[config.mk]
export PLATFORM = sky130hd
export DESIGN_NAME = serial_frame_receiver
export DESIGN_NICKNAME = d
export VERILOG_FILES = /design/src/rtl/serial_link_pkg.sv /design/src/rtl/serial_frame_receiver_bit_sync_2ff.sv /design/src/rtl/serial_frame_receiver.sv
export SDC_FILE = /design/constraint.sdc
export NUM_CORES = 1
export LEC_CHECK = 0
export ABC_AREA = 0
export CELL_PAD_IN_SITES_DETAIL_PLACEMENT = 0
export CELL_PAD_IN_SITES_GLOBAL_PLACEMENT = 1
export CORE_MARGIN = 5
export CORE_UTILIZATION = 30
export CTS_CLUSTER_DIAMETER = 80
export DETAILED_ROUTE_END_ITERATION = 7
export PLACE_DENSITY = 0.65
export REMOVE_ABC_BUFFERS = 1
export SYNTH_ARGS = -nofsm -noshare
export SYNTH_HDL_FRONTEND = slang
export SYNTH_SLANG_ARGS = --single-unit
[constraint.sdc]
create_clock -name clk -period 2.05 [get_ports clk]
set_clock_uncertainty 0.1 [all_clocks]
set_input_delay 0.41 -clock clk [delete_from_list [all_inputs] [get_ports clk]]
set_output_delay 0.41 -clock clk [all_outputs]
set_load 0.02 [all_outputs]
[src/rtl/serial_link_pkg.sv]
// serial_link_pkg
//   Definitions shared by the serial link blocks:
//     rx_state_t    - receiver FSM states
//     START_BIT     - line level of the start bit
//     STOP_BIT      - line level of the stop bit
//     sample_cnt_w  - width of a counter that spans one bit period
package serial_link_pkg;

  typedef enum logic [2:0] {
    IDLE   = 3'd0,
    START  = 3'd1,
    DATA   = 3'd2,
    PARITY = 3'd3,
    STOP   = 3'd4
  } rx_state_t;

  localparam logic START_BIT = 1'b0;
  localparam logic STOP_BIT  = 1'b1;

  // Width of the sample counter for a given bit period. This is never less
  // than one bit, so a degenerate period still yields a legal vector.
  function automatic int sample_cnt_w(input int clks_per_bit);
    return (clks_per_bit > 1) ? $clog2(clks_per_bit) : 1;
  endfunction

endpackage

[src/rtl/serial_frame_receiver_bit_sync_2ff.sv]
// bit_sync_2ff
//   Two-flop synchronizer for a single asynchronous bit.
//   Parameters: RST_VAL - value both flops take during reset.
//   Ports:
//     clk   - destination clock
//     rst_n - asynchronous reset, active low
//     d     - asynchronous input
//     q     - synchronized output, two clk cycles behind d
module bit_sync_2ff #(
  parameter logic RST_VAL = 1'b1
) (
  input  logic clk,
  input  logic rst_n,
  input  logic d,
  output logic q
);

  logic meta;

  always_ff @(posedge clk or negedge rst_n) begin
    if (!rst_n) begin
      meta <= RST_VAL;
      q    <= RST_VAL;
    end else begin
      meta <= d;
      q    <= meta;
    end
  end

endmodule

[src/rtl/serial_frame_receiver.sv]
// serial_frame_receiver
//   Receives frames of the form start(0), DATA_W data bits MSB first,
//   [parity], stop(1). It then presents each word through a single holding
//   register with a valid/ready handshake.
//   Build option: define SERIAL_FRAME_PARITY_EN to add an even-parity bit
//   between the data bits and the stop bit, together with the parity_err port.
//   Parameters: DATA_W (bits per word), CLKS_PER_BIT (clk cycles per bit, >= 2)
//   Ports:
//     clk, rst_n   - clock and asynchronous active-low reset
//     serial_in    - serial line, idles high
//     data_out     - received word, stable while data_valid is high
//     data_valid   - holding register contains an unconsumed word
//     data_ready   - consumer takes the word when data_valid & data_ready
//     busy         - FSM is not in IDLE
//     frame_err    - one-cycle pulse, stop bit sampled as 0 (word dropped)
//     overrun_err  - one-cycle pulse, completed word dropped because the
//                    holding register was full
//     parity_err   - (parity builds only) one-cycle pulse on parity mismatch
module serial_frame_receiver
  import serial_link_pkg::*;
#(
  parameter int DATA_W       = 8,
  parameter int CLKS_PER_BIT = 4
) (
  input  logic              clk,
  input  logic              rst_n,
  input  logic              serial_in,
  output logic [DATA_W-1:0] data_out,
  output logic              data_valid,
  input  logic              data_ready,
  output logic              busy,
  output logic              frame_err,
  output logic              overrun_err
`ifdef SERIAL_FRAME_PARITY_EN
  ,
  output logic              parity_err
`endif
);

  localparam int CNT_W = sample_cnt_w(CLKS_PER_BIT);
  localparam int BIT_W = $clog2(DATA_W + 1);
  localparam logic [CNT_W-1:0] CNT_LAST = CNT_W'(CLKS_PER_BIT - 1);
  localparam logic [CNT_W-1:0] CNT_HALF = CNT_W'(CLKS_PER_BIT / 2 - 1);
  localparam logic [BIT_W-1:0] BIT_LAST = BIT_W'(DATA_W - 1);

  // The sample counter stops at the end of a bit period instead of wrapping.
  function automatic logic [CNT_W-1:0] sat_inc(input logic [CNT_W-1:0] v);
    return (v == CNT_LAST) ? v : v + 1'b1;
  endfunction

  rx_state_t         state;
  logic              line;
  logic              line_q;
  logic [CNT_W-1:0]  sample_cnt;
  logic [BIT_W-1:0]  bit_cnt;
  logic [DATA_W-1:0] shift_reg;
  logic              bit_sample;
  logic              stop_sample;
  logic              commit;
`ifdef SERIAL_FRAME_PARITY_EN
  logic              parity_bit;
`endif

  // ---- stage: line synchronization ----
  bit_sync_2ff #(
    .RST_VAL (1'b1)
  ) u_sync (
    .clk   (clk),
    .rst_n (rst_n),
    .d     (serial_in),
    .q     (line)
  );

  assign bit_sample  = (sample_cnt == CNT_LAST);
  assign stop_sample = (state == STOP) && bit_sample;
  assign commit      = stop_sample && (line == STOP_BIT);
  assign busy        = (state != IDLE);

  // ---- stage: frame FSM ----
  always_ff @(posedge clk or negedge rst_n) begin
    if (!rst_n) begin
      state      <= IDLE;
      line_q     <= 1'b1;
      sample_cnt <= '0;
      bit_cnt    <= '0;
      shift_reg  <= '0;
`ifdef SERIAL_FRAME_PARITY_EN
      parity_bit <= 1'b0;
`endif
    end else begin
      line_q <= line;
      case (state)
        IDLE: begin
          if (line_q == STOP_BIT && line == START_BIT) begin
            state      <= START;
            sample_cnt <= '0;
          end
        end
        START: begin
          // Check the start bit at its centre. A line that is already high
          // again was a glitch, so drop back silently.
          if (sample_cnt == CNT_HALF) begin
            sample_cnt <= '0;
            bit_cnt    <= '0;
            state      <= (line == START_BIT) ? DATA : IDLE;
          end else begin
            sample_cnt <= sat_inc(sample_cnt);
          end
        end
        DATA: begin
          if (bit_sample) begin
            sample_cnt <= '0;
            shift_reg  <= {shift_reg[DATA_W-2:0], line};
            if (bit_cnt == BIT_LAST) begin
              bit_cnt <= '0;
`ifdef SERIAL_FRAME_PARITY_EN
              state   <= PARITY;
`else
              state   <= STOP;
`endif
            end else begin
              bit_cnt <= bit_cnt + 1'b1;
            end
          end else begin
            sample_cnt <= sat_inc(sample_cnt);
          end
        end
`ifdef SERIAL_FRAME_PARITY_EN
        PARITY: begin
          if (bit_sample) begin
            sample_cnt <= '0;
            parity_bit <= line;
            state      <= STOP;
          end else begin
            sample_cnt <= sat_inc(sample_cnt);
          end
        end
`endif
        STOP: begin
          if (bit_sample) begin
            sample_cnt <= '0;
            state      <= IDLE;
          end else begin
            sample_cnt <= sat_inc(sample_cnt);
          end
        end
        default: begin
          state      <= IDLE;
          sample_cnt <= '0;
        end
      endcase
    end
  end

  // ---- stage: holding register and status pulses ----
  always_ff @(posedge clk or negedge rst_n) begin
    if (!rst_n) begin
      data_out    <= '0;
      data_valid  <= 1'b0;
      frame_err   <= 1'b0;
      overrun_err <= 1'b0;
`ifdef SERIAL_FRAME_PARITY_EN
      parity_err  <= 1'b0;
`endif
    end else begin
      frame_err   <= stop_sample && (line != STOP_BIT);
      overrun_err <= commit && data_valid && !data_ready;
`ifdef SERIAL_FRAME_PARITY_EN
      parity_err  <= stop_sample && (^{shift_reg, parity_bit});
`endif
      // A commit that coincides with a handshake replaces the consumed word
      // and keeps data_valid high.
      if (commit && (!data_valid || data_ready)) begin
        data_out   <= shift_reg;
        data_valid <= 1'b1;
      end else if (data_valid && data_ready) begin
        data_valid <= 1'b0;
      end
    end
  end

endmodule

; ---- Yosys cells after proc, flatten, opt, wreduce, memory -nomap -nowiden
; Index checks and enable logic that the tools add are counted.
[classes]
bitwise = 1
n_reduce_logical = 20
add_sub_neg = 2
muxes = 18
n_eq_ne = 12
[op_table]
columns = operator, n
row1 = $mux W3, 5
row2 = $mux W4, 3
row3 = $pmux W3 S4, 1
row4 = $mux W2, 5
row5 = $ne A2 B2 Y1 const B, 5
row6 = $logic_and A1 B1 Y1, 8
row7 = $pmux W4 S2, 1
row8 = $pmux W2 S3, 1
row9 = $reduce_and A5 Y1, 1
row10 = $add A4 B1 Y4 const B, 1
row11 = $eq A4 B3 Y1 const B, 1
row12 = $reduce_and A2 Y1, 2
row13 = $reduce_bool A2 Y1, 2
row14 = $eq A3 B1 Y1 const B, 1
row15 = $eq A3 B2 Y1 const B, 1
row16 = $eq A3 B3 Y1 const B, 1
row17 = $logic_not A3 Y1, 1
row18 = $ne A3 B3 Y1 const B, 1
row19 = $reduce_and A3 Y1, 1
row20 = $reduce_bool A3 Y1, 1
row21 = $add A2 B1 Y2 const B, 1
row22 = $eq A2 B1 Y1 const B, 1
row23 = $eq A2 B2 Y1 const B, 1
row24 = $logic_not A1 Y1, 2
row25 = 4 further kinds, 5
[word_totals]
output_inout_bits = 12
inputBits = 4
reg_bits = 31
word_cells = 64

; ---- Logic depth before layout (Yosys ltp)
; Gate-level depths: netlist (run 1).
[logic_depth]
word_depth = 5
depth_mapped = 5
depth_no_buf = 5

; ---- Hierarchy
; A second synthesis (run 1) with hierarchy kept.
[unflattened]
cells_unflattened = 110
hier_area_um2 = 1425.1
[by_module_without_submodules]
columns = module, cells_each, instances, area_per_inst_um2, seq_area_each_um2
row1 = serial_frame_receiver, 108, 1, 1372.6, 726.9
row2 = bit_sync_2ff, 2, 1, 52.6, 52.6

; ---- Worst setup path after synthesis (run 1)
; OpenSTA, ideal clock, no wires.
[synth_path]
path_kind = reg2reg
startpoint = register sample_cnt[0]
endpoint = register bit_cnt[3]
path_slack_ns = 0.367
t_arrival_ns = 1.483
required_ns = 1.849
period_less_slack_ns = 1.683
n_path_buf = 0
path_stages_with_launch = 5
setup_time_ns = 0.101
cell_sequence = dfrtp_1 > ha_1 > nand4bb_4 > or4_4 > o311ai_2
[synth_between]
elab_chain_cells = 3
word_cells_on_any_way = 5
cone_classes = 4 x eq/ne / 1 x reduce/logical
[synth_lines]
columns = item, line
row1 = from (decl), serial_frame_receiver.sv:54  ; logic [CNT_W-1:0] sample_cnt;
row2 = from (signal assigned), serial_frame_receiver.sv:107  ; sample_cnt <= sat_inc(sample_cnt);
row3 = from (signal assigned), serial_frame_receiver.sv:125  ; sample_cnt <= sat_inc(sample_cnt);
row4 = from (signal assigned), serial_frame_receiver.sv:144  ; sample_cnt <= sat_inc(sample_cnt);
row5 = $eq A2 B1 Y1 / $eq A2 B2 Y1 (equally long branches), "serial_frame_receiver.sv:102, serial_frame_receiver.sv:74"
row6 = $ne A2 B2 Y1 (no line), n/a
row7 = $reduce_and A3 Y1 (no line) *, n/a
row8 = to (signal assigned), serial_frame_receiver.sv:122  ; bit_cnt <= bit_cnt + 1'b1;
row9 = to (decl), serial_frame_receiver.sv:55  ; logic [BIT_W-1:0] bit_cnt;
; Mark *: on every way between the ends. The rest lies on a longest branch, timed or not.
; A chain may end at the register's enable or synchronous reset.

; ---- Worst setup path after layout (run 1)
[layout_path]
startpoint = register state[2]
endpoint = output port busy
[layout_between]
elab_chain_cells = 1
[layout_lines]
columns = item, line
row1 = from (decl), serial_frame_receiver.sv:51  ; rx_state_t state;
row2 = from (signal assigned), serial_frame_receiver.sv:105  ; state <= (line == START_BIT) ? DATA : IDLE;
row3 = $reduce_bool A3 Y1, serial_frame_receiver.sv:77  ; assign busy = (state != IDLE);
row4 = to (decl), serial_frame_receiver.sv:31  ; output logic busy,
; No other way between the ends.

==> metrics, run 1 <==
HP Start u_sync.meta; area leader, netlist dfrtp_1; wire length of the first global-routing pass 4795 um; worst r2r path cells 4; FFs w/ async S/R, synth 100.0%; Critical Path RT 1.54 ns; EDFF count, synth 0; DRT Pass-1 Iters 4; DRT iter0 DRCs 86; Crit path max-delay family flip-flops; DR vias 948; slowest library cell on the worst path dfrtp_1; root buffer cell clkbuf_8; HP Class flop to flop; DP HPWL 1895 um; RePlAce Congestion 0.7861; # Post-CTS Setup Buffers 0; CTS Buf Count 5; die area 0.006229 mm2; largest net degree at the start of global routing 32; Slew @ Worst Pin 0.3963 ns; crit path to busy; Final Hold Viols 0; Max Fclk about 0.54 GHz; top_reg_cell synth dfrtp_1; nets 140; reg2reg end data_out[7]; count of hold-fix buffers inserted at cts 0; Worst Path Max Fanout 2; Die W ~79 um; CP Launch Point state[2]; core area roughly 0.0047 mm2; Initial Util between 30% and 40%; Total GRT Usage 10.02%; Fillers 444; grt ovf 0; die height between 70 and 80 um; # H-tree levels 2; kind of critical path flop to output pin; Seq cells post-synth 31; row count 25; clk slew on worst S/H paths around 0.07 ns; Leak 0.7893 nW; vias in the first global route 1047; Startpoint Class flop; Placed Cells 179; CTS max path bufs 2; Register-to-Register Setup Slack 0.22 ns; RSZ-0062 raised after global routing false; clk sinks 31; critical path depth 2; share of cells above drive strength 1 24.81%; I/O Buffers 15; Post-Syn Area 0.001425 mm2; area of the multi-input gates 601.8 um2; PostCTS Resize Cnt 1; Post-Layout Cell Count between 150 and 200; Total Routed Length between 2000 and 3000 um; Design Power 1.534 mW; Syn. warnings 0; setup TNS 0 ns; Crit Reg-Reg Startpoint sample_cnt[0]; TritonCTS clock tree yes; period utilisation layout 90.08%; Peak VDD IR 0.3504 mV; max-cap viol count 0; Synth area leaders dfrtp_1, mux2_2, dfstp_2; final setup fails 0; Final Max Slew Viols 0; Rel. slew slack 73.58%; Critical Path, Cell by Cell or3_1, dlygate4sd2_1; Final ANT Viol Nets 0; CP arrival ~1.3 ns; initial antenna violation count 0; clk_lat worst skew 0.28 ns; vias per cell 5.070; Distinct cells, synth 39; Hold Slack 0.2562 ns; Worst Path Buf+Inv 1; syn avg cell area 12.96 um2; Area growth, synth to finish 22.04%; Min Clock Period, post-route 1.847 ns; register area 779.5 um2; Syn Inst Count 110; routed len/inst 14.63 um; DR DRC count 0; post-synth top area share 49.17%; pwr/cell area 882.1 mW/mm2; Setup crit end kind output pin; status finished clean; # IOs 16; sequential area share after synthesis 54.70%; n_diodes 0; CP max stage delay about 0.38 ns
## worst reg2reg max path, stage by stage (launching register included)
cell and delay, ns:
dfrtp_1 0.39, ha_1 0.33, and4bb_1 0.31, nand3_2 0.22, mux2_1 0.37
## area by class of cell
type	count	area share, %
timing repair buffer	20	10.72
clock buffer	5	3.957
tap	54	3.885
clock inverter	3	1.151
multi-input combinational	70	34.60
inverter	4	0.8633
sequential	31	44.82
## metal layers
layer  GRT usage, %  up-vias  share of wire [%]
met4          4.639        0                2.4
met5              0        -                  0
met1          11.00      483                 44
li1               -      442                  -
met3          4.082        7                4.3
met2          16.89       16                 49
## kinds of logic (layout without fill, tap and decap cells)
group / after synthesis / count (layout) / synth area share [%]
buf+inv: 9 / 32 / 3.073
simple gates: 33 / 33 / 16.94
flops: 31 / 31 / 54.70
compound gates: 16 / 16 / 8.429
mux: 17 / 17 / 13.34
fa+ha+maj: 4 / 4 / 3.512
## cell usage in the layout (no fill, tap or decap), drive strengths merged, types with 2 or more instances in the layout
cell type	count
clkdlybuf4s50	14
nand3	6
o311ai	2
ha	4
and3b	2
nand2	2
nand2b	4
or3	2
mux2	16
dfstp	3
clkbuf	5
a211o	2
nor2	3
o21ai	5
inv	4
nand4bb	2
and2	2
nor2b	2
o31ai	2
nor3b	2
buf	5
dfrtp	28
clkinvlp	2
## per-stage QoR
step / setup WS [ns] / cell area, um2 / util [%]
3_5_place_dp: 0.1845 / 1652 / 35.44
5_1_grt: 0.1339 / 1739 / 37.32
4_1_cts: 0.1875 / 1739 / 37.32
2_1_floorplan: 0.2403 / 1396 / -
3_3_place_gp: 0.2354 / 1652 / 35.44
6_report: 0.2033 / 1739 / 37.32
## Yosys cell counts (all sizes together), types with 2 or more instances
master / n
nand4bb: 2
and3b: 2
nor2b: 2
nand2: 2
nand3: 6
a211o: 2
nor3b: 2
inv: 4
o31ai: 2
dfstp: 3
or3: 2
and2: 2
clkbuf: 2
ha: 4
nor2: 3
dfrtp: 28
nand2b: 4
o311ai: 2
buf: 3
o21ai: 5
mux2: 16
## worst min path at each step
stage                            end  depth (start not counted)
after floorplan           bit_cnt[0]                          0
after global placement      u_sync.q                          0
after detailed placement    u_sync.q                          0
after CTS                   u_sync.q                          0
after global routing        u_sync.q                          0
final                       u_sync.q                          0
## where the power goes
part           switching, mW  internal (mW)  total [mW]
registers             0.0278          0.654       0.682
logic                  0.218          0.160       0.378
clock network          0.239          0.236       0.474
total                  0.484           1.05        1.53
No activity file was read; power rests on OpenSTA's default activity.
==> run 2, diff against run 1 <==
--- a/config.mk
+++ b/config.mk
@@ -16,4 +16,5 @@
 export REMOVE_ABC_BUFFERS = 1
 export SYNTH_ARGS = -nofsm -noshare
 export SYNTH_HDL_FRONTEND = slang
+export SYNTH_HIERARCHICAL = 1
 export SYNTH_SLANG_ARGS = --single-unit
==> metrics, run 2 <==
Setup WS pre-CTS 0.1990 ns; top_reg_cell synth dfrtp_1; PostCTS Resize Cnt 1; DR DRC count 0; # H-tree levels 2; status finished clean; row count 25; root buffer cell clkbuf_8; Slew @ Worst Pin just under 0.4 ns; kind of critical path flop to output pin; CP arrival 1.33 ns; share of cells above drive strength 1 24.06%; Register-to-Register Setup Slack 0.23 ns; Final Max Slew Viols 0; count of hold-fix buffers inserted at cts 0; post-synth top area share 49.17%; core area around 0.0047 mm2; CP Launch Point state[2]; syn avg cell area 12.96 um2; Setup crit end kind output pin; Post-synth top cells dfrtp_1, mux2_2, nand3_1; Die W 78.93 um; DRT Pass-1 Iters 4; Syn. warnings 6; Synth area leaders dfrtp_1, mux2_2, dfstp_2; DRT iter0 DRCs a little over 70; pwr/cell area around 1000 mW/mm2; setup TNS 0 ns; switching part of the total 26.49%; clk_lat worst skew about 0.28 ns; Max Fclk 0.5444 GHz; RePlAce Congestion 0.7765; Post-Syn Area approximately 0.0014 mm2; most frequent cell after synthesis dfrtp_1; EDFF count, synth 0; Total GRT Usage 9.911%; clk sinks 31; commonest non-fill, non-tap cell in the layout dfrtp_1; DR vias 915; Area growth, synth to finish 25.11%; Startpoint Class flop; vias in the first global route 1010; Net Switching about 0.47 mW; reg2reg end data_out[5]; nets 140; CTS max path bufs 2; routed len/inst 14.12 um; Worst Path Max Fanout 2; register area 779.5 um2; grt ovf 0; Clock power frac roughly 40%; HP Class flop to flop; die height just under 80 um; # Post-CTS Setup Buffers 0; combinational cell fraction of total power 21.6%; Worst Slack Setup Final 0.2131 ns; n_diodes 0; Post-DP Area 0.001652 mm2; DP HPWL 1843 um; RSZ-0062 raised after global routing false; Internal Dissipation 1.300 mW; Sequential Power Share 38.5%; wire length of the first global-routing pass 4719 um; Final ANT Viol Nets 0; FFs w/ async S/R, synth 100.0%; worst r2r path cells 4; die area 0.006229 mm2; Fillers 455; Min Clock Period, post-route 1.837 ns; Leak slightly above 0.8 nW; final setup fails 0; vias per cell approximately 4.9; Distinct cells, synth 39; sequential area share after synthesis a little over half; crit path to busy; Seq cells post-synth 31; Rel. slew slack 73.93%; Initial Util 30.58%; CTS Buf Count 5; I/O Buffers 15; Total Routed Length between 2000 and 3000 um; TritonCTS clock tree yes; cell area after layout 0.001783 mm2; area leader, netlist dfrtp_1; most frequent cells in the layout dfrtp_1, clkdlybuf4s50_1, mux2_2; Design Power 1.769 mW; initial antenna violation count 0; Crit Reg-Reg Startpoint sample_cnt[0]; Syn Inst Count 110; period utilisation layout between 80% and 90%; area of the multi-input gates about 600 um2; clk slew on worst S/H paths 0.06 ns; Peak VDD IR 0.3614 mV; max-cap viol count 0; # IOs 16; Final Hold Viols 0; largest net degree at the start of global routing 32; Critical Path RT roughly 1.5 ns
-- run 2: layout make-up --
cell class / instances / area share [%]
Multi-Input combinational cell: 70 / 33.75
Timing Repair Buffer: 20 / 10.46
Clock buffer: 6 / 4.070
Clock inverter: 2 / 3.368
Sequential cell: 31 / 43.72
Tap cell: 54 / 3.789
Inverter: 4 / 0.8421
-- run 2: worst min path at each step --
stage | start | endpoint | depth (start not counted)
after floorplan | rst_n | bit_cnt[0] | 0
after global placement | u_sync/meta | u_sync/q | 0
after detailed placement | u_sync/meta | u_sync/q | 0
after CTS | u_sync/meta | u_sync/q | 0
after global routing | u_sync/meta | u_sync/q | 0
final | u_sync/meta | u_sync/q | 0
-- run 2: routing by layer --
| metal | share of wire (%) | GRT usage [%] | vias to the layer above |
|---|---|---|---|
| met5 | 0 | 0 | - |
| met4 | 1.7 | 5.155 | 0 |
| met3 | 4.1 | 3.515 | 4 |
| met2 | 51 | 16.47 | 22 |
| met1 | 43 | 11.18 | 445 |
| li1 | - | - | 444 |
-- run 2: power by group through the flow --
stage	logic (mW)	registers (mW)	clock network, mW
after floorplan	0.213	0.732	0
after global placement	0.386	0.690	0
after detailed placement	0.387	0.694	0
after CTS	0.383	0.682	0.727
after global routing	0.431	0.687	0.759
final	0.382	0.681	0.706
-- run 2: cell families (layout without fill, tap and decap cells) --
| family | after synthesis | count (layout) | share of synthesized area [%] |
|---|---|---|---|
| muxes | 17 | 17 | 13.34 |
| and+or+nand+nor | 33 | 33 | 16.94 |
| adders and majority gates | 4 | 4 | 3.512 |
| DFF | 31 | 31 | 54.70 |
| buffers and inverters | 9 | 32 | 3.073 |
| AOI/OAI and AO/OA | 16 | 16 | 8.429 |
-- run 2: metrics by stage --
step	util [%]	std cells	hold slack (ns)
after CTS	38.26	187	0.2605
final	38.26	187	0.2573
after global placement	35.44	179	0.2476
after global routing	38.26	187	0.2648
after floorplan	-	105	0.01441
after detailed placement	35.44	179	0.2509
-- run 2: worst max-delay path: stages, from the launching register on --
cell and delay [ns]:
dfrtp_1 0.37, or3_1 0.35, dlygate4sd2_1 0.32
